### config.mk
export PLATFORM = sky130hd
export DESIGN_NAME = fizzbuzz_seq_ctrl_flat
export DESIGN_NICKNAME = d
export VERILOG_FILES = /design/src/rtl/fizzbuzz_seq_ctrl_if.sv /design/src/rtl/fizzbuzz_seq_ctrl.sv /design/src/flat_wrapper.sv
export SDC_FILE = /design/constraint.sdc
export NUM_CORES = 1
export LEC_CHECK = 0
export CELL_PAD_IN_SITES_DETAIL_PLACEMENT = 1
export CELL_PAD_IN_SITES_GLOBAL_PLACEMENT = 1
export CORE_ASPECT_RATIO = 1.5
export CORE_MARGIN = 2
export CORE_UTILIZATION = 35
export DETAILED_ROUTE_END_ITERATION = 16
export PLACE_DENSITY = 0.8
export SYNTH_ARGS = -nofsm -noshare
export SYNTH_HDL_FRONTEND = slang
export SYNTH_SLANG_ARGS = --single-unit
### constraint.sdc
create_clock -name i_clk -period 2.5 [get_ports i_clk]
set_input_delay 0.5 -clock i_clk [delete_from_list [all_inputs] [get_ports i_clk]]
set_output_delay 0.5 -clock i_clk [all_outputs]
set_load 0.01 [all_outputs]
### src/rtl/fizzbuzz_seq_ctrl_if.sv
// Stream and request bundle for the fizzbuzz run sequencer.
// Optional stats outputs appear with FIZZBUZZ_SEQ_CTRL_STATS_EN.
interface fizzbuzz_seq_ctrl_if #(
  parameter int W = 6
);
  logic         i_start_valid;
  logic         o_start_ready;
  logic [W-1:0] i_len;
  logic         i_abort;
  logic         o_valid;
  logic         i_ready;
  logic [W-1:0] o_number;
  logic         o_is_fizz;
  logic         o_is_buzz;
  logic         o_last;
  logic         o_busy;
  logic         o_done;
  logic         o_aborted;
`ifdef FIZZBUZZ_SEQ_CTRL_STATS_EN
  logic [W-1:0] o_fizz_cnt;
  logic [W-1:0] o_buzz_cnt;
  logic [W-1:0] o_fizzbuzz_cnt;
`endif

  modport master (
    output i_start_valid, i_len, i_abort, i_ready,
    input  o_start_ready, o_valid, o_number,
    input  o_is_fizz, o_is_buzz, o_last,
    input  o_busy, o_done, o_aborted
`ifdef FIZZBUZZ_SEQ_CTRL_STATS_EN
    ,
    input  o_fizz_cnt, o_buzz_cnt, o_fizzbuzz_cnt
`endif
  );

  modport slave (
    input  i_start_valid, i_len, i_abort, i_ready,
    output o_start_ready, o_valid, o_number,
    output o_is_fizz, o_is_buzz, o_last,
    output o_busy, o_done, o_aborted
`ifdef FIZZBUZZ_SEQ_CTRL_STATS_EN
    ,
    output o_fizz_cnt, o_buzz_cnt, o_fizzbuzz_cnt
`endif
  );
endinterface

### src/rtl/fizzbuzz_seq_ctrl.sv
// Run sequencer: emits 1..N with fizz/buzz flags from modulo counters.
// Define FIZZBUZZ_SEQ_CTRL_STATS_EN to add per-run flag counters.
module fizzbuzz_seq_ctrl #(
  parameter int G_MAX_LEN  = 50,
  parameter int G_FIZZ_DIV = 3,
  parameter int G_BUZZ_DIV = 5
) (
  input logic           i_clk,
  input logic           i_rst_n,
  fizzbuzz_seq_ctrl_if.slave bus
);
  localparam int W  = $clog2(G_MAX_LEN + 1);
  localparam int FW = $clog2(G_FIZZ_DIV);
  localparam int BW = $clog2(G_BUZZ_DIV);

  localparam logic [1:0] S_IDLE = 2'd0;
  localparam logic [1:0] S_RUN  = 2'd1;
  localparam logic [1:0] S_DONE = 2'd2;

  localparam logic [W-1:0]  MAX_LEN  = W'(G_MAX_LEN);
  localparam logic [FW-1:0] FIZZ_TOP = FW'(G_FIZZ_DIV - 1);
  localparam logic [BW-1:0] BUZZ_TOP = BW'(G_BUZZ_DIV - 1);

  logic [1:0]    state;
  logic [W-1:0]  num;
  logic [W-1:0]  len_q;
  logic [W-1:0]  len_c;
  logic [FW-1:0] fizz_mod;
  logic [BW-1:0] buzz_mod;
  logic          aborted_q;
  logic          run;
  logic          accept;
  logic          xfer;
  logic          last;
  logic          fizz_hit;
  logic          buzz_hit;

  assign run      = (state == S_RUN);
  assign accept   = (state == S_IDLE) & bus.i_start_valid;
  assign xfer     = run & bus.i_ready;
  assign last     = (num == len_q);
  assign fizz_hit = (fizz_mod == '0);
  assign buzz_hit = (buzz_mod == '0);
  assign len_c    = (bus.i_len > MAX_LEN) ? MAX_LEN : bus.i_len;

  assign bus.o_start_ready = (state == S_IDLE);
  assign bus.o_valid       = run;
  assign bus.o_number      = num;
  assign bus.o_is_fizz     = run & fizz_hit;
  assign bus.o_is_buzz     = run & buzz_hit;
  assign bus.o_last        = run & last;
  assign bus.o_busy        = (state != S_IDLE);
  assign bus.o_done        = (state == S_DONE);
  assign bus.o_aborted     = (state == S_DONE) & aborted_q;

  always_ff @(posedge i_clk) begin
    if (!i_rst_n) begin
      state     <= S_IDLE;
      num       <= '0;
      len_q     <= '0;
      fizz_mod  <= '0;
      buzz_mod  <= '0;
      aborted_q <= 1'b0;
    end else begin
      unique case (1'b1)
        state == S_IDLE: begin
          if (bus.i_start_valid) begin
            len_q     <= len_c;
            aborted_q <= 1'b0;
            if (len_c == '0) begin
              state <= S_DONE;
            end else begin
              state    <= S_RUN;
              num      <= W'(1);
              fizz_mod <= FW'(1);
              buzz_mod <= BW'(1);
            end
          end
        end
        state == S_RUN: begin
          // abort wins even when the sink takes the beat this cycle
          if (bus.i_abort) begin
            state     <= S_DONE;
            aborted_q <= 1'b1;
          end else if (bus.i_ready) begin
            if (last) begin
              state <= S_DONE;
            end else begin
              num      <= num + W'(1);
              fizz_mod <= (fizz_mod == FIZZ_TOP) ? '0 : fizz_mod + FW'(1);
              buzz_mod <= (buzz_mod == BUZZ_TOP) ? '0 : buzz_mod + BW'(1);
            end
          end
        end
        default: state <= S_IDLE;
      endcase
    end
  end

`ifdef FIZZBUZZ_SEQ_CTRL_STATS_EN
  logic [W-1:0] fizz_cnt;
  logic [W-1:0] buzz_cnt;
  logic [W-1:0] fb_cnt;

  always_ff @(posedge i_clk) begin
    if (!i_rst_n || accept) begin
      fizz_cnt <= '0;
      buzz_cnt <= '0;
      fb_cnt   <= '0;
    end else if (xfer) begin
      if (fizz_hit && !buzz_hit) fizz_cnt <= fizz_cnt + W'(1);
      if (!fizz_hit && buzz_hit) buzz_cnt <= buzz_cnt + W'(1);
      if (fizz_hit && buzz_hit)  fb_cnt   <= fb_cnt + W'(1);
    end
  end

  assign bus.o_fizz_cnt     = fizz_cnt;
  assign bus.o_buzz_cnt     = buzz_cnt;
  assign bus.o_fizzbuzz_cnt = fb_cnt;
`else
  logic unused_xfer;
  assign unused_xfer = xfer & accept;
`endif
endmodule

### src/flat_wrapper.sv
// flat-port wrapper written by rule: the top's interface ports become plain ports
module fizzbuzz_seq_ctrl_flat 
#(
  parameter int G_MAX_LEN  = 50,
  parameter int G_FIZZ_DIV = 3,
  parameter int G_BUZZ_DIV = 5
)
  (i_clk, i_rst_n, bus_i_start_valid, bus_i_len, bus_i_abort, bus_i_ready, bus_o_start_ready, bus_o_valid, bus_o_number, bus_o_is_fizz, bus_o_is_buzz, bus_o_last, bus_o_busy, bus_o_done, bus_o_aborted);
  fizzbuzz_seq_ctrl_if #(.W(6)) bus_i ();
  input logic i_clk;
  input logic i_rst_n;
  input wire logic [$bits(bus_i.i_start_valid)-1:0] bus_i_start_valid;
  input wire logic [$bits(bus_i.i_len)-1:0] bus_i_len;
  input wire logic [$bits(bus_i.i_abort)-1:0] bus_i_abort;
  input wire logic [$bits(bus_i.i_ready)-1:0] bus_i_ready;
  output wire logic [$bits(bus_i.o_start_ready)-1:0] bus_o_start_ready;
  output wire logic [$bits(bus_i.o_valid)-1:0] bus_o_valid;
  output wire logic [$bits(bus_i.o_number)-1:0] bus_o_number;
  output wire logic [$bits(bus_i.o_is_fizz)-1:0] bus_o_is_fizz;
  output wire logic [$bits(bus_i.o_is_buzz)-1:0] bus_o_is_buzz;
  output wire logic [$bits(bus_i.o_last)-1:0] bus_o_last;
  output wire logic [$bits(bus_i.o_busy)-1:0] bus_o_busy;
  output wire logic [$bits(bus_i.o_done)-1:0] bus_o_done;
  output wire logic [$bits(bus_i.o_aborted)-1:0] bus_o_aborted;
  assign bus_i.i_start_valid = bus_i_start_valid;
  assign bus_i.i_len = bus_i_len;
  assign bus_i.i_abort = bus_i_abort;
  assign bus_i.i_ready = bus_i_ready;
  assign bus_o_start_ready = bus_i.o_start_ready;
  assign bus_o_valid = bus_i.o_valid;
  assign bus_o_number = bus_i.o_number;
  assign bus_o_is_fizz = bus_i.o_is_fizz;
  assign bus_o_is_buzz = bus_i.o_is_buzz;
  assign bus_o_last = bus_i.o_last;
  assign bus_o_busy = bus_i.o_busy;
  assign bus_o_done = bus_i.o_done;
  assign bus_o_aborted = bus_i.o_aborted;
  fizzbuzz_seq_ctrl #(.G_MAX_LEN(G_MAX_LEN), .G_FIZZ_DIV(G_FIZZ_DIV), .G_BUZZ_DIV(G_BUZZ_DIV)) u_core (.i_clk(i_clk), .i_rst_n(i_rst_n), .bus(bus_i));
endmodule
Word level (Yosys, flattened, before mapping):

Cells that the tools add are included.
W data, S select, Z words.

* flip-flop bits (word level): 20
* input port bits: 11
* output and inout port bits: 14
* word-level logic and storage cells: 67

* add/sub/neg operators: 3
* magnitude comparators: 1
* equality and inequality tests: 13
* muxes and demuxes: 30
* bitwise gates (word level): 4
* reduce and logical (&&, ||, !) cells: 10

Operators with widths (number)
* $mux W6: 6
* $mux W2: 11
* $mux W3: 6
* $ne A2 B2 Y1 const B: 6
* $pmux W6 S2: 1
* $pmux W2 S2: 2
* $add A6 B1 Y6 const B: 1
* $eq A6 B6 Y1: 1
* $gt A6 B6 Y1 const B: 1
* $logic_not A6 Y1: 1
* $ne A3 B3 Y1 const B: 2
* $pmux W3 S2: 1
* $reduce_and A3 Y1: 2
* $reduce_and A6 Y1: 1
* $and A1 B1 Y1: 4
* $eq A2 B2 Y1 const B: 2
* $logic_not A2 Y1: 2
* $reduce_bool A2 Y1: 2
* $add A3 B1 Y3 const B: 1
* $eq A3 B3 Y1 const B: 1
* $logic_not A3 Y1: 1
* $add A2 B1 Y2 const B: 1
* $eq A2 B1 Y1 const B: 1
* $mux W1: 2
* 2 further kinds: 2

Logic depth before layout (Yosys ltp):

* depth in word-level cells: 6
* mapped depth: 7
* gate-level depth less buffers: 6

Least setup slack after synthesis:

Ideal clock, no wire load.

* path type: reg-to-reg
* start: register u_core.num[2] (netlist: u_core.bus.o_number[2])
* end: register u_core.fizz_mod[1]
* library setup time: 117 ps
* arrival: 1709 ps
* required time: 2383 ps
* slack: 674 ps
* stages on the path, launching flop included: 8
* buffers on the path: 2
* clock period less this slack: 1826 ps
* path through: dfxtp_1 > xor2_1 > nor4_1 > and4_1 > buf_6 > or3_4 > buf_6 > a32o_1

* cells in the longest elaborated chain, start to end: 3

Ends and longest elaborated chain
* start: declaration: line fizzbuzz_seq_ctrl.sv:25 `logic [W-1:0] num;`
* start signal: assignment: line fizzbuzz_seq_ctrl.sv:89 `num <= num + W'(1);`
* $eq A6 B6 Y1: line fizzbuzz_seq_ctrl.sv:41 `assign last = (num == len_q);`
* $ne A2 B2 Y1 (no line)
* $reduce_and A6 Y1 (no line)
* end signal: assignment: line fizzbuzz_seq_ctrl.sv:90 `fizz_mod <= (fizz_mod == FIZZ_TOP) ? '0 : fizz_mod + FW'(1);`
* end: declaration: line fizzbuzz_seq_ctrl.sv:28 `logic [FW-1:0] fizz_mod;`

Every way passes these cells.
A chain may end at the register's enable or synchronous reset.

Final worst setup path:

* start: register u_core.num[2] (netlist: u_core.bus.o_number[2])
* end: output port bus_o_last

* cells in the longest elaborated chain, start to end: 2

Ends and longest elaborated chain
* $eq A6 B6 Y1: line fizzbuzz_seq_ctrl.sv:41
* $and A1 B1 Y1: line fizzbuzz_seq_ctrl.sv:51 `assign bus.o_last = run & last;`
* end: declaration: line flat_wrapper.sv:21 `output wire logic [$bits(bus_i.o_last)-1:0] bus_o_last;`

Every way passes these cells.

==> impl_metrics.yaml <==
pwr:
  swShare: 0.263
  p_switching_mw: 0.236
  pwr-share-clk: 0.365
  p_int_mw: 0.660
  leakage_nw: 0.584
  power_density_nw_per_um2: 595
  vdd_drop_max_uv: 344
  seqPwrFrac: 0.405
  p_comb_frac: 0.230
hold_path:
  hold-path-endpoint: "u_core.len_q[0]$_SDFFE_PN0P_"
  min_from: "u_core.len_q[0]$_SDFFE_PN0P_"
  min_path_cells: 2
  hp-class: "reg2reg"
global_route:
  grt_usage: 0.193
  grt_pass1_wl_um: 5420
  grt_pass1_vias: 1137
  grt-ovfl-total: 0
  grt_max_degree: 13
  antenna_found_initial: 0
place:
  place_congestion: 0.800
  io_buffer_count: 24
  dp_hpwl_um: 2420
  place_worst_setup_slack_ns: 0.143
clocking:
  clockBufferDepth: 2
  hold_buffers: 0
  htree_levels: 1
  clock_tree.root_cell: "clkbuf_8"
  cts.reportedPaths.clkPinSlew_ns: 0.08
  clock_insertion_delay_worst_skew_ns: 0.26
  cts.sinks: 20
  cts_tree: "done"
  cts_buffers: 3
logic_synthesis:
  ys_ff_latch: 20
  ys_seq_area_frac: 0.357
  netlist_instances: 133
  synth_nets: 147
  async_reset_ff_frac: 0
  ys_warn_count: 0
  synth_top_area_cell: "dfxtp_1"
  synthFlopType: "dfxtp_1"
  avgSynthCellArea_um2: 8.44
  synth_top_area_frac: 0.357
  synth-edff-count: 0
  synthTopCellsByArea: "dfxtp_1 (36%), nand2_1 (6.0%), mux2i_1 (3.6%)"
  yosysUniqueCellTypes: 42
  syn_area_um2: 1120
routing:
  drc: 0
  drt.antenna.violating_nets: 0
  wire_per_inst_um: 15.3
  num_vias: 1058
  dr.pass1.iters: 3
  via_per_inst: 5.24
  finalWirelength_um: 3090
  drt_first_iter_violations: 20
floorplan:
  core_area_um2: 3100
  die_area_um2: 3680
  die_h_um: 73.4
  die_x_um: 50.2
  ioPinCount: 25
  start_util: 0.362
  rows: 25
setup_path:
  critPathKind: "reg2out"
  critPathSlowestCell: "dfxtp_2"
  reg2reg_depth: 5
  endpoint_kind: "output pin"
  cpPeakStageDelay_ns: 0.37
  critical_path.cell_chain: "xor2_1 -> nor4_2 -> and3_4 -> and2_1 -> dlygate4sd2_1"
  cp_max_fo: 7
  rr_endpoint: "u_core.fizz_mod[1]$_SDFFE_PN0P_"
  crit_path_start_kind: "flop"
  crit_arrival_ns: 1.76
  r2r_setup_slack_ns: 0.67
  reg2reg_from: "u_core.bus.o_number[2]$_SDFFE_PN0P_"
  worstPathRequired_ns: 2.00
timing:
  min_period_over_period: 0.904
  fmax_mhz: 442
  finalClockSkew_ns: 0.00797
  fin_crit_ns: 2.26
  setup_slack_ns: 0.239
  finalHoldViolations: 0
  setup_viol: 0
  max_slew_margin: 0.729
  rsz0062_at_grt: "false"
  worst_pin_slew_ns: 0.401
  final_max_slew_viol_count: 0
  tns_ns: 0
cells_and_area:
  num-nets-final: 177
  antennaDiodeCount: 0
  syn_to_final_growth_pct: 34.2
  drive_gt1_frac: 0.130
run_status:
  status: "completed"
run:
  drv_cap: 0
-- power groups by stage --
| stage | Combinational (mW) | Sequential (mW) | Clock [mW] |
|---|---|---|---|
| 2_1_floorplan | 0.117 | 0.364 | 0 |
| 3_3_place_gp | 0.188 | 0.368 | 0 |
| 3_5_place_dp | 0.194 | 0.370 | 0 |
| 4_1_cts | 0.207 | 0.363 | 0.333 |
| 5_1_grt | 0.231 | 0.367 | 0.351 |
| 6_report | 0.206 | 0.363 | 0.327 |
-- final cells by class --
class	instances	area [um2]
fillers	364	1590
multi-input cells	103	679
flip-flops and latches	20	403
repair buffers	30	284
well taps	40	50.0
clock buffers	3	41.3
clock inverters	1	30.0
inverters	5	18.8
-- cell usage after synthesis, drive strengths merged, types with 3 or more instances --
master,instances
nand2b,5
nor2,5
dfxtp,20
and2,3
a21boi,5
nor2b,4
inv,5
buf,3
nand3,6
o21ai,5
xor2,4
or3,4
mux2i,4
nor4,3
a21oi,6
nand2,18
ha,3
-- registers in the layout (all words and copies together) (netlist names) --
| name | flops |
|---|---|
| u_core.bus.o_number | 6 |
| u_core.len_q | 6 |
| u_core.buzz_mod | 3 |
| u_core.fizz_mod | 2 |
| u_core.state | 2 |
| u_core.aborted_q | 1 |
-- stage by stage --
stage               hold WS [ns]   util  cell area, um2  std cells  total power, mW
finish                     0.489  0.486            1510        202            0.896
global route               0.529  0.486            1510        202            0.949
CTS                        0.496  0.486            1510        202            0.904
detailed placement         0.484  0.457            1420        197            0.565
global placement           0.463  0.457            1420        197            0.556
floorplan                  0.453      -            1120        133            0.482
-- cell families (layout without fill, tap and decap cells) --
kind of cell | Yosys count | in the layout | share of synthesized area
mux | 4 | 4 | 0.0357
fa+ha+maj | 3 | 3 | 0.0334
flops | 20 | 20 | 0.357
compound gates | 27 | 27 | 0.158
xor+xnor | 6 | 6 | 0.0468
simple gates | 63 | 63 | 0.322
buf+inv | 10 | 39 | 0.0468
-- critical path: cells and delay by family, from the launching register on --
family                 cells  cell delay (ns)
flip-flops                 1             0.37
XOR/XNOR                   1             0.18
buffers and inverters      1             0.26
AND/OR/NAND/NOR            3             0.70
-- metal layers --
metal | global-route usage | part of all wire
met1 | 0.237 | 0.43
met2 | 0.349 | 0.53
met3 | 0.0203 | 0.030
met4 | 0.0556 | 0.0094
met5 | 0 | 0
-- what timing repair did --
action,4_1_cts,5_1_grt
setup buffers,1,0
endpoints found under the setup margin,1,0
gates resized for setup,5,0
endpoints found under the hold margin,0,0
-- how the worst max path moves through the flow --
stage / cells after the start / from / slack, ns / endpoint
5_1_grt: 3 / u_core.state[0]$_SDFFE_PN0P_ / 0.09 / bus_o_is_buzz
4_1_cts: 5 / u_core.bus.o_number[4]$_SDFFE_PN0P_ / 0.22 / bus_o_last
3_5_place_dp: 5 / u_core.bus.o_number[2]$_SDFFE_PN0P_ / 0.14 / bus_o_last
2_1_floorplan: 7 / u_core.bus.o_number[2]$_SDFFE_PN0P_ / 0.67 / u_core.fizz_mod[1]$_SDFFE_PN0P_
3_3_place_gp: 5 / u_core.bus.o_number[2]$_SDFFE_PN0P_ / 0.12 / bus_o_last
6_report: 5 / u_core.bus.o_number[2]$_SDFFE_PN0P_ / 0.24 / bus_o_last
-- layout by cell type (no fill, tap or decap), types with 2 or more instances in the layout --
master / instances
clkdlybuf4s50_1: 23
nand2_1: 18
dfxtp_1: 18
a21oi_1: 6
nand3_1: 6
buf_4: 6
nand2b_1: 5
inv_1: 5
nor2_1: 5
o21ai_0: 5
a21boi_0: 5
xor2_1: 4
nor2b_1: 4
mux2i_1: 4
and2_1: 3
or3_2: 3
ha_1: 3
clkbuf_8: 3
xnor2_1: 2
nor4_1: 2
nor4b_1: 2
o22ai_1: 2
a211oi_1: 2
nand3b_1: 2
and3b_1: 2
dfxtp_2: 2
Note: power is estimated with default switching activity, not from simulation.
